**src/rtl/sync_fifo_param.sv**
```systemverilog
// Single-clock FIFO with non-power-of-two depth, occupancy count, threshold flags,
// optional registered read data, synchronous flush and sticky overflow/underflow.
module sync_fifo_param #(
  parameter int DATA_WIDTH = 8,
  parameter int DEPTH      = 90,
  parameter int AF_THRESH  = 80,
  parameter int AE_THRESH  = 8,
  parameter int REG_OUT    = 0,
  localparam int CW        = $clog2(DEPTH + 1),
  localparam int PW        = $clog2(DEPTH)
) (
  input  logic                  clk,
  input  logic                  rst_n,
  input  logic                  w_en,
  input  logic [DATA_WIDTH-1:0] data_in,
  input  logic                  r_en,
  output logic [DATA_WIDTH-1:0] data_out,
  input  logic                  flush,
  input  logic                  err_clr,
  output logic                  full,
  output logic                  empty,
  output logic                  almost_full,
  output logic                  almost_empty,
  output logic [CW-1:0]         count,
  output logic                  overflow,
  output logic                  underflow
);

  localparam logic [CW-1:0] DEPTH_C = CW'(DEPTH);
  localparam logic [CW-1:0] AF_C    = CW'(AF_THRESH);
  localparam logic [CW-1:0] AE_C    = CW'(AE_THRESH);
  localparam logic [PW-1:0] LAST_C  = PW'(DEPTH - 1);

  logic [DATA_WIDTH-1:0] mem [DEPTH];
  logic [PW-1:0]         wptr;
  logic [PW-1:0]         rptr;
  logic [CW-1:0]         count_q;
  logic                  wr_acc;
  logic                  rd_acc;

  assign count        = count_q;
  assign full         = (count_q == DEPTH_C);
  assign empty        = (count_q == '0);
  assign almost_full  = (count_q >= AF_C);
  assign almost_empty = (count_q <= AE_C);

  // A flush cycle ignores both requests, so it also accepts nothing.
  assign wr_acc = w_en & ~full & ~flush;
  assign rd_acc = r_en & ~empty & ~flush;

  always_ff @(posedge clk) begin
    if (rst_n && wr_acc) mem[wptr] <= data_in;
  end

  always_ff @(posedge clk) begin
    if (!rst_n || flush) begin
      wptr    <= '0;
      rptr    <= '0;
      count_q <= '0;
    end else begin
      if (wr_acc) wptr <= (wptr == LAST_C) ? '0 : wptr + 1'b1;
      if (rd_acc) rptr <= (rptr == LAST_C) ? '0 : rptr + 1'b1;
      case ({wr_acc, rd_acc})
        2'b10:   count_q <= count_q + 1'b1;
        2'b01:   count_q <= count_q - 1'b1;
        default: count_q <= count_q;
      endcase
    end
  end

  // Setting a sticky flag takes priority over clearing it in the same cycle.
  always_ff @(posedge clk) begin
    if (!rst_n) begin
      overflow  <= 1'b0;
      underflow <= 1'b0;
    end else if (!flush) begin
      if (w_en && full)     overflow <= 1'b1;
      else if (err_clr)     overflow <= 1'b0;
      if (r_en && empty)    underflow <= 1'b1;
      else if (err_clr)     underflow <= 1'b0;
    end
  end

  generate
    if (REG_OUT != 0) begin : g_reg_out
      logic [DATA_WIDTH-1:0] dout_q;
      always_ff @(posedge clk) begin
        if (!rst_n)      dout_q <= '0;
        else if (rd_acc) dout_q <= mem[rptr];
      end
      assign data_out = dout_q;
    end else begin : g_show_ahead
      assign data_out = mem[rptr];
    end
  endgenerate

endmodule

```
**config.mk**
```make
export PLATFORM = sky130hd
export DESIGN_NAME = sync_fifo_param
export DESIGN_NICKNAME = d
export VERILOG_FILES = /design/src/rtl/sync_fifo_param.sv
export SDC_FILE = /design/constraint.sdc
export NUM_CORES = 1
export LEC_CHECK = 0
export ABC_AREA = 1
export BUFFER_PORTS_ARGS = -buffer_cell sky130_fd_sc_hd__buf_4
export CAP_MARGIN = 10
export CORE_MARGIN = 10
export CORE_UTILIZATION = 32
export CTS_CLUSTER_SIZE = 10
export DETAILED_ROUTE_END_ITERATION = 10
export MAX_ROUTING_LAYER = met4
export SYNTH_ARGS = -nofsm -noshare
export SYNTH_HDL_FRONTEND = slang
export SYNTH_SLANG_ARGS = --single-unit
```
**constraint.sdc**
```tcl
create_clock -name clk -period 3.05 [get_ports clk]
set_input_delay 0.1525 -clock clk [delete_from_list [all_inputs] [get_ports clk]]
set_output_delay 0.1525 -clock clk [all_outputs]
set_load 0.05 [all_outputs]
```
* Word level (Yosys, flattened, before mapping)
Memories as Yosys holds them, arrays and structs flattened. A register that Yosys moved wholly into a read port is not among the register bits. Index checks and enable logic that the tools add are counted.
Word-level totals: RAM bits 720, input port bits 14, memories kept 1, output and inout bits 21, logic and storage cells 45, register bits 23
Memory list:
- mem | words 90, width 8, read ports 1, clocked after memory_dff 1, wr ports 1, RTL line 34 | logic [DATA_WIDTH-1:0] mem [DEPTH];
Cells by class: equal/unequal tests 5, $add $sub $neg 4, magnitude comparators 2, bitwise logic cells 7, reductions and logical operators 11, muxes and demuxes 10
Operator list (number):
- two-way mux 7 bit | 4
- adder 7 x 1 -> 7 bit, second input constant | 3
- equality test 7 bit, second input constant | 3
- one-hot mux 7 bit (2 select lines) | 1
- greater-or-equal comparator 7 bit, second input constant | 1
- less-or-equal comparator 7 x 4 -> 1 bit, second input constant | 1
- logical NOT 7 bit | 1
- subtractor 7 x 1 -> 7 bit, second input constant | 1
- nonzero test 2 bit | 3
- two-way mux 1 bit | 5
- bitwise AND 1 bit | 4
- AND reduction 2 bit | 2
- logical AND 1 bit | 3
- inverter 1 bit | 3
- equality test 2 x 1 -> 1 bit, second input constant | 1
- equality test 2 bit, second input constant | 1
- logical NOT 1 bit | 1
- logical OR 1 bit | 1

* Logic depth before layout (Yosys ltp)
Gate-level depths: netlist (run 1).
word-level depth 7, gate-level depth with buffers 15, gate-level depth less buffers 15

* Least setup slack after synthesis (run 1)
OpenSTA, ideal clock, no wires.
kind register -> register, from reg count_q[4], in the netlist count[4], to reg count_q[5], in the netlist count[5], library setup time 0.115 ns, cell stages (with the launch flop) 14, setup slack 0.411 ns, period minus slack after synthesis 2.639 ns, data arrival time 2.524 ns, required time 2.935 ns, path through dfxtp_1 -> nand3_1 -> o21ai_4 -> ha_1 -> ha_1 -> nand3_1 -> nand3_1 -> nand2_1 -> nand2_1 -> a21o_1 -> nand2_1 -> nand2_1 -> o21ai_0 -> inv_1
Between the ends: longest elaborated chain between the ends 6, elaborated cells between the ends (all ways) 14, classes of those cells 2 x add/sub; 3 x eq/ne; 1 x mux; 6 x bitwise; 2 x reduce/logical
Ends and longest elaborated chain:
- start: declaration | RTL line 37 | logic [CW-1:0] count_q;
- start signal: assignment | RTL line 64 | 2'b10: count_q <= count_q + 1'b1;
- start signal: assignment | RTL line 65 | 2'b01: count_q <= count_q - 1'b1;
- start signal: assignment | RTL line 66 | default: count_q <= count_q;
- equality test 7 bit / logical NOT 7 bit (equally long branches) | RTL line 42, 43
- inverter 1 bit (on tied branches) | RTL line 48, 49
- bitwise AND 1 bit (on tied branches) (2 in a row) | RTL line 48, 49
- equality test 2 x 1 -> 1 bit / equality test 2 bit (equally long branches) | RTL line 63 | case ({wr_acc, rd_acc})
- one-hot mux 7 bit (2 select lines) / nonzero test 2 bit (equally long branches)
Parallel ways exist; a longest one is shown, timed or not. A chain may end at the register's enable or synchronous reset.

==> results of run 1 <==
-- path summary, 6_finish.rpt --
| check | start | end | slack [ps] | depth (start not counted) |
|---|---|---|---|---|
| max reg2reg | count[6] | count[6] | 350 | 16 |
| min | w_en | wptr[0] | 100 | 6 |
| min reg2reg | count[0] | count[0] | 520 | 1 |
| max | flop | data_out[7] | 120 | 14 |
-- logic make-up (layout without fill, tap and decap cells) --
kind of cell / count (synthesis) / after routing / share of synthesized area [%]
XOR/XNOR: 6 / 6 / 0.170
buffers and inverters: 210 / 316 / 3.85
AND/OR/NAND/NOR: 1508 / 1508 / 20.4
flip-flops: 750 / 750 / 71.7
AO/OA/AOI/OAI: 193 / 193 / 3.43
other: 0 / 1 / 0
adder cells (fa/ha/maj): 11 / 11 / 0.469
-- per-stage QoR --
stage	util [%]	cell area (µm²)	worst slack (ps)
floorplan	-	31000	411
finish	37.1	35800	121
global placement	33.9	32700	421
CTS	36.7	35400	10.8
detailed placement	33.9	32700	357
global route	37.1	35800	10.4
-- critical path: cells and delay by family, from the launching register on --
family	cells	cell delay [ps]
AND/OR/NAND/NOR	10	1050
buffers and inverters	4	670
flip-flops	1	370
-- routing by layer --
metal	part of all wire [%]	vias up	track usage [%]
li1	-	9539	-
met1	44	10000	19.7
met2	47	701	22.9
met3	6.5	135	2.25
met4	2.7	0	4.40
met5	0	-	-
-- flip-flops by register name, indices dropped and copies added (netlist names), named ones only --
signal,cells
wptr,7
mem,720
rptr,7
overflow,1
count,7
underflow,1
-- where the power goes --
part	leakage [µW]	switching [µW]	internal, µW
logic	0.00473	690	255
clock network	0.00113	3760	5230
registers	0.00672	13.2	11300
-- cell type report --
cell class / instances / area [µm²]
fill: 9311 / 60600
sequential: 750 / 22200
multi-input combinational: 1718 / 7630
clock buffer: 117 / 2330
timing repair buffer: 147 / 1720
tap: 1276 / 1600
inverter: 48 / 235
timing repair inverter: 3 / 38.8
clock inverter: 1 / 5.00
antenna: 1 / 2.50
-- Yosys cell counts (all sizes together), types with 4 or more instances --
| library cell | instances |
|---|---|
| nand2 | 798 |
| edfxtp | 720 |
| nand3 | 464 |
| nor2 | 223 |
| buf | 136 |
| o21ai | 120 |
| inv | 48 |
| o22ai | 48 |
| dfxtp | 30 |
| clkbuf | 26 |
| a21oi | 17 |
| nand4 | 12 |
| ha | 10 |
| nor3 | 6 |
| nor3b | 4 |
| xor2 | 4 |
-- what timing repair did --
action                                 4_1_cts  5_1_grt
buffers inserted                             3        3
hold buffers                                 5        0
cloned                                       7       11
pin swaps                                    0        3
gates resized for setup                      9       31
setup endpoints to repair                    8        9
endpoints found under the hold margin        5        0
==> reports/results.tsv, run 1 <==
stage	metric	value	unit
run_status	status	completed	
yosys	number of synthesized register bits	750	
drt	# DRC	0	
yosys	post-synth top area share	69.8	%
grt	largest net degree at the start of global routing	91	
timing	Final Hold Slack	97.1	ps
critical_path	Crit path top cell by count	nand2_1	
yosys	dominant cell type by area after synthesis	edfxtp_1	
placement	Placer Congestion	0.818	
yosys	Syn Std Cell Area	31000	µm²
drt	Via density	5.03	
placement	Port Buffers	34	
drt	Routed Antenna Nets	0	
floorplan	IO Pins	35	
timing	FMAX	341	MHz
layout	Area Overhead vs Synth	15.5	%
critical_path	Worst EP required	2900	ps
grt	initial antenna violation count	1	
clocking	deepest clock path buffer count	3	
layout	Layout Cells excl Fill	4061	
timing	setup TNS	0	ps
layout	most common cell after layout, fill and taps aside	nand2_1	
yosys	syn nets	2703	
timing	skew final	28.8	ps
timing	Slew Viols, Final	0	
grt	first-pass GRT wire length	121000	µm
drt	initial DRC count	2063	
drt	DR vias	20400	
clocking	Worst-path clk slew	50	ps
yosys	ys async rst share	0	%
layout	nets	2778	
drt	Avg WL per Cell	20.2	µm
timing	final setup fails	0	
yosys	Post-synth top flop	edfxtp_1	
yosys	YS warnings	0	
pwr	cell area power density	594	nW/µm²
layout	most frequent cells in the layout	791 x nand2_1, 720 x edfxtp_1, 457 x nand3_1, 222 x nor2_1, 110 x o21ai_0	
pwr	static leakage	0.0126	µW
timing	Final Hold Viols	0	
placement	Cells after DPL	3913	
yosys	average size of a mapped cell	11.6	µm²
timing	fin crit period	2930	ps
yosys	Area contributors post-synth	edfxtp_1 70%, nand2_1 9.7%, nand3_1 7.5%, nor2_1 2.7%, dfxtp_1 1.9%	
yosys	Distinct cells, synth	36	
clocking	Clk Latency, worst-skew pair	630	ps
floorplan	Die X	331	µm
drt	Routed Wire Length	82000	µm
drt	Initial DRT Pass Iterations	6	
critical_path	kind of critical path	flop to output port	
clocking	CTS tree	yes	
floorplan	die area	110000	µm²
timing	RSZ-0062 raised after global routing	yes	
critical_path	CP endpoint kind	output port	
clocking	# H-tree levels	3	
floorplan	core area	96400	µm²
min_path	type of the most critical hold path	input pin to flop	
clocking	root buffer cell	clkbuf_16	
critical_path	CP Data Arrival Time	2780	ps
critical_path	startpoint types	flop	
pwr	peak supply drop	0.377	mV
floorplan	Rows	114	
timing	Max-slew headroom	25.0	%
grt	GRT overflow	0	
timing	Worst Tran Pin Value	1120	ps
critical_path	critical path peak fanout	27	
pwr	Tot Pwr	21200	µW
critical_path	Worst path max stage delay	370	ps
critical_path	worst-path cell chain	buf_12 > clkinv_16 > buf_16 > nand2_1 > nand3_1 > nand3_1 > nand2_1 > nand2_1 > nand3_1 > nand3_1 > nand2_1 > nand2_1 > nand2_1 > buf_6	
yosys	Cells after Synth	2678	
clocking	clock sinks	750	
grt	vias in the first global route	19300	
yosys	register area share after synthesis	71.7	%
floorplan	Starting Density	32.1	%
floorplan	Die H	331	µm
placement	dpl hpwl	42600	µm
critical_path	CP max stage cell	dfxtp_4	
timing	fin crit share	96.0	%
clocking	cts bufs inserted	85	
run	Max Cap Viol	0	
grt	GR Util All Layers	14.7	%
yosys	EDFF count, synth	720	
layout	layout cells sized above 1	9.38	%
(Power assumes the default switching activity.)
==> run 2, diff against run 1 <==
PLACE_DENSITY = 0.57   (was default)
==> run 2 against run 1 <==
Net effect:
- cell area rose by 1.0%
- sequential share of layout area is 0.64 points lower
- highest routed layer unchanged
- total power increased by 2.1%
- critical endpoint is now data_out[6]
- non-clock buffer count increased by 1
==> reports/results.tsv, run 2 (same netlist as run 1, synthesis figures left out) <==
stage	metric	value	unit	change
run_status	status	completed		
critical_path	crit-path leading delay family	simple AND/OR/NAND/NOR gates		
timing	setup TNS	0	ps	unchanged
run	Max Cap Viol	0		unchanged
critical_path	CP max stage cell	dfxtp_4		
drt	Avg WL per Cell	20.7	µm	+2.5%
grt	largest net degree at the start of global routing	91		unchanged
critical_path	startpoint types	flop		
critical_path	CP endpoint kind	output port		
drt	Routed Wire Length	84300	µm	+2.7%
timing	FMAX	338	MHz	-1.2%
timing	Final Hold Viols	0		unchanged
floorplan	Rows	114		unchanged
pwr	cell area power density	600	nW/µm²	+1.0%
pwr	static leakage	0.0127	µW	+1.1%
floorplan	Die X	331	µm	unchanged
critical_path	worst-path cell chain	buf_12 > buf_12 > clkbuf_16 > nand2_1 > nand3_1 > nand3_1 > nand2_1 > nand2_1 > nand3_1 > nand3_1 > nand2_1 > nand2_1 > nand2_1 > buf_6		
layout	nets	2781		+0.11%
timing	skew final	24.8	ps	-4.02 ps
critical_path	CP Data Arrival Time	2810	ps	+30 ps
drt	Initial DRT Pass Iterations	8		+2
drt	Routed Antenna Nets	0		unchanged
layout	most common cell after layout, fill and taps aside	nand2_1		
critical_path	WP buf/inv	4		unchanged
drt	# DRC	0		unchanged
clocking	CTS tree	yes		
layout	footprint of the multi-input gates	7660	µm²	+0.34%
critical_path	critical path peak fanout	28		+3.7%
pwr	peak supply drop	0.414	mV	+10%
timing	fin crit share	97.1	%	+1.1 points
placement	Port Buffers	34		unchanged
drt	Via density	4.98		-1.0%
grt	gr busiest metal	met2		
floorplan	IO Pins	35		unchanged
grt	first-pass GRT wire length	123000	µm	+2.1%
drt	initial DRC count	1962		-4.9%
layout	Area Overhead vs Synth	16.7	%	
critical_path	Worst path max stage delay	360	ps	about the same
timing	Worst Tran Pin Value	1140	ps	+13.7 ps
layout	n_diodes	0		-1
grt	GR Util All Layers	15.1	%	+0.38 points
grt	initial antenna violation count	1		unchanged
critical_path	Crit path top cell by count	nand2_1		
clocking	Clk Latency, worst-skew pair	640	ps	about the same
floorplan	die area	110000	µm²	unchanged
critical_path	Worst EP required	2900	ps	about the same
layout	Filler cells	9313		+0.021%
critical_path	kind of critical path	flop to output port		
drt	DR vias	20300		-0.76%
placement	Placer Congestion	0.840		+2.6%
clocking	clock sinks	750		unchanged
grt	met1 Use GR	20.0	%	+0.31 points
clocking	Worst-path clk slew	60	ps	about the same
grt	GRT overflow	0		unchanged
floorplan	core area	96400	µm²	unchanged
layout	max reg flops	720		unchanged
layout	layout cells sized above 1	9.69	%	+0.32 points
clocking	# H-tree levels	3		unchanged
min_path	type of the most critical hold path	input pin to flop		
timing	final setup fails	0		unchanged
layout	most frequent cells in the layout	793 x nand2_1, 720 x edfxtp_1, 451 x nand3_1, 222 x nor2_1, 110 x o21ai_0		
layout	FF/Latch Area	22200	µm²	about the same
layout	Biggest register	mem		
floorplan	Die H	331	µm	unchanged
clocking	deepest clock path buffer count	3		unchanged
timing	Max-slew headroom	24.1	%	-0.91 points
clocking	root buffer cell	clkbuf_16		
placement	dpl hpwl	45900	µm	+7.8%
timing	Slew Viols, Final	0		unchanged
clocking	cts bufs inserted	87		+2.4%
grt	routing usage on met3	2.35	%	+0.10 points
floorplan	Starting Density	32.1	%	unchanged
timing	fin crit period	2960	ps	+34.1 ps
grt	grt met2 use	23.9	%	+1.0 points
grt	vias in the first global route	19300		-0.041%
pwr	Tot Pwr	21700	µW	+2.1%
[run 2: changes by cell type in the layout (fill, tap and decap cells not counted), moves of 4 or more]
cell,delta
buf_4,-19
inv_6,+4
clkbuf_16,+5
buf_6,+6
nand3_2,+5
buf_12,+6
nand3_1,-6
[run 2: timing repair]
action                                  in CTS  in global routing
endpoints found under the setup margin       8                  9
pin swaps                                    0                  2
buffers inserted                             3                 10
endpoints found under the hold margin       47                  0
hold buffers                                 7                  0
resized for setup                           22                 33
gates cloned                                 9                 13
[run 2: metal layers]
metal  up-vias  share of wire (%)
met3       135                6.0
met2       668                 48
met4         0                2.4
li1       9566                  -
met5         -                  0
met1      9894                 43
[run 2: power breakdown]
group,switching (µW),internal [µW],leakage (µW)
combinational,714,293,0.00479
sequential,11.6,11300,0.00671
clock,3870,5500,0.00121
total,4600,17100,0.0127
[run 2: path summary, 6_finish.rpt]
kind,cells past startpoint,start,to,slack [ps]
max,14,flop,data_out[6],90
min,1,data_in[3],mem[41][3],50
max reg2reg,15,count[5],count[5],350
min reg2reg,1,count[0],count[0],520
[run 2: layout make-up]
cell class,instances,area share [%]
clock buffer,121,6.66
clock inverter,8,0.204
inverter,48,0.606
multi-input combinational,1718,21.2
sequential,750,61.5
tap,1276,4.42
timing repair buffer,148,5.35
timing repair inverter,3,0.100
[run 2: per-stage QoR]
stage	area [µm²]	utilization [%]	cells	hold WS (ps)	worst slack, ps
3_5_place_dp	32600	33.8	3901	485	338
6_report	36200	37.5	4072	52.3	87.3
5_1_grt	36200	37.5	4072	51.2	-7.67
3_3_place_gp	32600	33.8	3901	474	322
2_1_floorplan	31000	-	2678	251	411
4_1_cts	35600	36.9	4049	33.6	3.65
==> run 3, diff against run 2 <==
PLACE_DENSITY = 0.55   (was 0.57)
==> run 3 against run 2 <==
Net effect:
- cell area is 0.43% lower
- utilization down 0.16 points
- via count rose by 0.36%
- register-to-register slack hardly changed
- flip-flop and latch count is the same
- first-iteration DRC count shrank 6.8%
- critical path type unchanged
==> reports/results.tsv, run 3 (same netlist as run 1, synthesis figures left out) <==
stage	metric	value	unit	change
timing	FMAX	330	MHz	-2.2%
min_path	hold depth	1		unchanged
grt	largest net degree at the start of global routing	101		+11%
pwr	cell area power density	599	nW/µm²	-0.15%
timing	fin crit period	3030	ps	+68.1 ps
critical_path	CP Data Arrival Time	2880	ps	+70 ps
clocking	cts bufs inserted	87		unchanged
critical_path	worst-path cell chain	buf_12 > buf_4 > clkbuf_16 > nand2_1 > nand3_1 > nand3_1 > nand2_1 > nand2_1 > nand3_1 > nand3_1 > nand2_1 > nand2_1 > nand2_1 > buf_4		
layout	n_diodes	0		unchanged
drt	DR vias	20300		+0.36%
clocking	Clk Latency, worst-skew pair	630	ps	about the same
timing	final setup fails	0		unchanged
grt	vias in the first global route	19700		+2.0%
layout	layout cells sized above 1	9.90	%	+0.21 points
critical_path	worst r2r dst	count[6]		
grt	GRT overflow	0		unchanged
critical_path	WP buf/inv	4		unchanged
critical_path	RR Startpoint	count[5]		
clocking	deepest clock path buffer count	3		unchanged
pwr	Tot Pwr	21600	µW	-0.58%
min_path	HP Start	data_in[0]		
pwr	static leakage	0.0127	µW	-0.13%
floorplan	die area	110000	µm²	unchanged
timing	RSZ-0062 raised after global routing	no		
clocking	clock sinks	750		unchanged
critical_path	Worst EP required	2900	ps	about the same
critical_path	CP max stage cell	dfxtp_4		
clocking	root buffer cell	clkbuf_16		
placement	Placer Congestion	0.835		-0.54%
timing	Final Hold Viols	0		unchanged
critical_path	CP endpoint kind	output port		
grt	first-pass GRT wire length	125000	µm	+1.4%
pwr	peak supply drop	0.426	mV	+2.8%
critical_path	startpoint types	flop		
grt	initial antenna violation count	0		-1
timing	skew final	17.7	ps	-7.07 ps
critical_path	Register-to-Register Path Depth	15		unchanged
run	Max Cap Viol	0		unchanged
floorplan	core area	96400	µm²	unchanged
layout	most frequent cells in the layout	789 x nand2_1, 720 x edfxtp_1, 464 x nand3_1, 222 x nor2_1, 113 x buf_4		
floorplan	Starting Density	32.1	%	unchanged
timing	Max-slew headroom	25.0	%	+0.90 points
placement	dpl hpwl	46600	µm	+1.6%
min_path	type of the most critical hold path	input pin to flop		
timing	Worst Tran Pin Value	1130	ps	-13.5 ps
critical_path	Crit path top cell by count	nand2_1		
floorplan	Die H	331	µm	unchanged
floorplan	IO Pins	35		unchanged
critical_path	crit-path leading delay family	simple AND/OR/NAND/NOR gates		
drt	Avg WL per Cell	20.6	µm	-0.30%
drt	Routed Antenna Nets	0		unchanged
placement	Port Buffers	34		unchanged
grt	GR Util All Layers	15.3	%	+0.23 points
layout	max reg flops	720		unchanged
layout	Area Overhead vs Synth	16.2	%	
drt	# DRC	0		unchanged
critical_path	kind of critical path	flop to output port		
clocking	CTS tree	yes		
layout	Biggest register	mem		
clocking	Worst-path clk slew	50	ps	about the same
run_status	status	completed		
layout	Filler cells	9277		-0.39%
timing	fin crit share	99.4	%	+2.2 points
layout	most common cell after layout, fill and taps aside	nand2_1		
critical_path	critical path peak fanout	31		+11%
min_path	hold endpoint	mem[44][0]		
clocking	# H-tree levels	3		unchanged
timing	Slew Viols, Final	0		unchanged
layout	nets	2796		+0.54%
critical_path	r2r setup slk	340	ps	about the same
critical_path	Worst path max stage delay	380	ps	+20 ps
layout	Final Instance Area	36000	µm²	-0.43%
drt	initial DRC count	1829		-6.8%
floorplan	Rows	114		unchanged
placement	instance area at placement	32900	µm²	+0.70%
drt	Initial DRT Pass Iterations	5		-3
drt	Via density	4.97		-0.18%
floorplan	Die X	331	µm	unchanged
drt	Routed Wire Length	84500	µm	+0.24%
-- run 3: changes by cell type in the layout (fill, tap and decap cells not counted), sizes merged --
cell,change
buf,+26
bufbuf,-3
inv,-3
clkbuf,+2
clkinvlp,+2
dlygate4sd3,-2
bufinv,-1
clkinv,+1
-- run 3: report_power, final --
part / switching (µW) / total [µW] / leakage [µW] / internal [µW]
sequential: 13.2 / 11300 / 0.00671 / 11300
clock: 3890 / 9280 / 0.00119 / 5390
combinational: 709 / 978 / 0.00478 / 270
-- run 3: worst max-delay path by stage --
| stage | slack [ps] | startpoint | end | cells after the start |
|---|---|---|---|---|
| after floorplan | 410 | count[4] | count[5] | 13 |
| after global placement | 390 | count[0] | count[5] | 15 |
| after detailed placement | 370 | count[5] | count[6] | 15 |
| after CTS | -2 | flop | data_out[2] | 13 |
| after global routing | 3 | flop | data_out[1] | 14 |
| final | 20 | flop | data_out[1] | 14 |
-- run 3: per-layer routing --
layer  up-vias  share of wire, %  global-route usage [%]  wire [µm]
li1       9611                 -                       -          -
met1      9979                43                    20.2      36600
met2       623                48                    24.3      40800
met3       123               5.8                    1.67       4860
met4         0               2.6                    5.57       2160
met5         -                 0                       -          0
-- run 3: repair_timing --
action,4_1_cts,5_1_grt
gates resized for setup,16,26
hold endpoints to repair,5,0
pin swaps,0,1
cloned,8,8
endpoints found under the setup margin,8,8
hold buffers,5,0
setup buffers,4,3
-- run 3: layout make-up --
cell class	instances	area [µm²]	area share (%)
sequential	750	22200	61.7
multi-input combinational	1718	7590	21.1
clock buffer	128	2400	6.68
timing repair buffer	164	1900	5.26
tap	1276	1600	4.43
inverter	48	215	0.598
clock inverter	8	60.1	0.167
timing repair inverter	2	16.3	0.0452
-- run 3: per-stage QoR --
stage / setup WS, ps / hold slack [ps] / cells / util [%] / TNS (ps)
finish: 19.2 / 90.0 / 4094 / 37.3 / 0
global placement: 386 / 471 / 3930 / 34.1 / 0
global route: 2.90 / 95.2 / 4094 / 37.3 / 0
CTS: -2.14 / 72.0 / 4083 / 37.1 / -2.45
floorplan: 411 / 251 / 2678 / - / 0
detailed placement: 369 / 482 / 3930 / 34.1 / 0
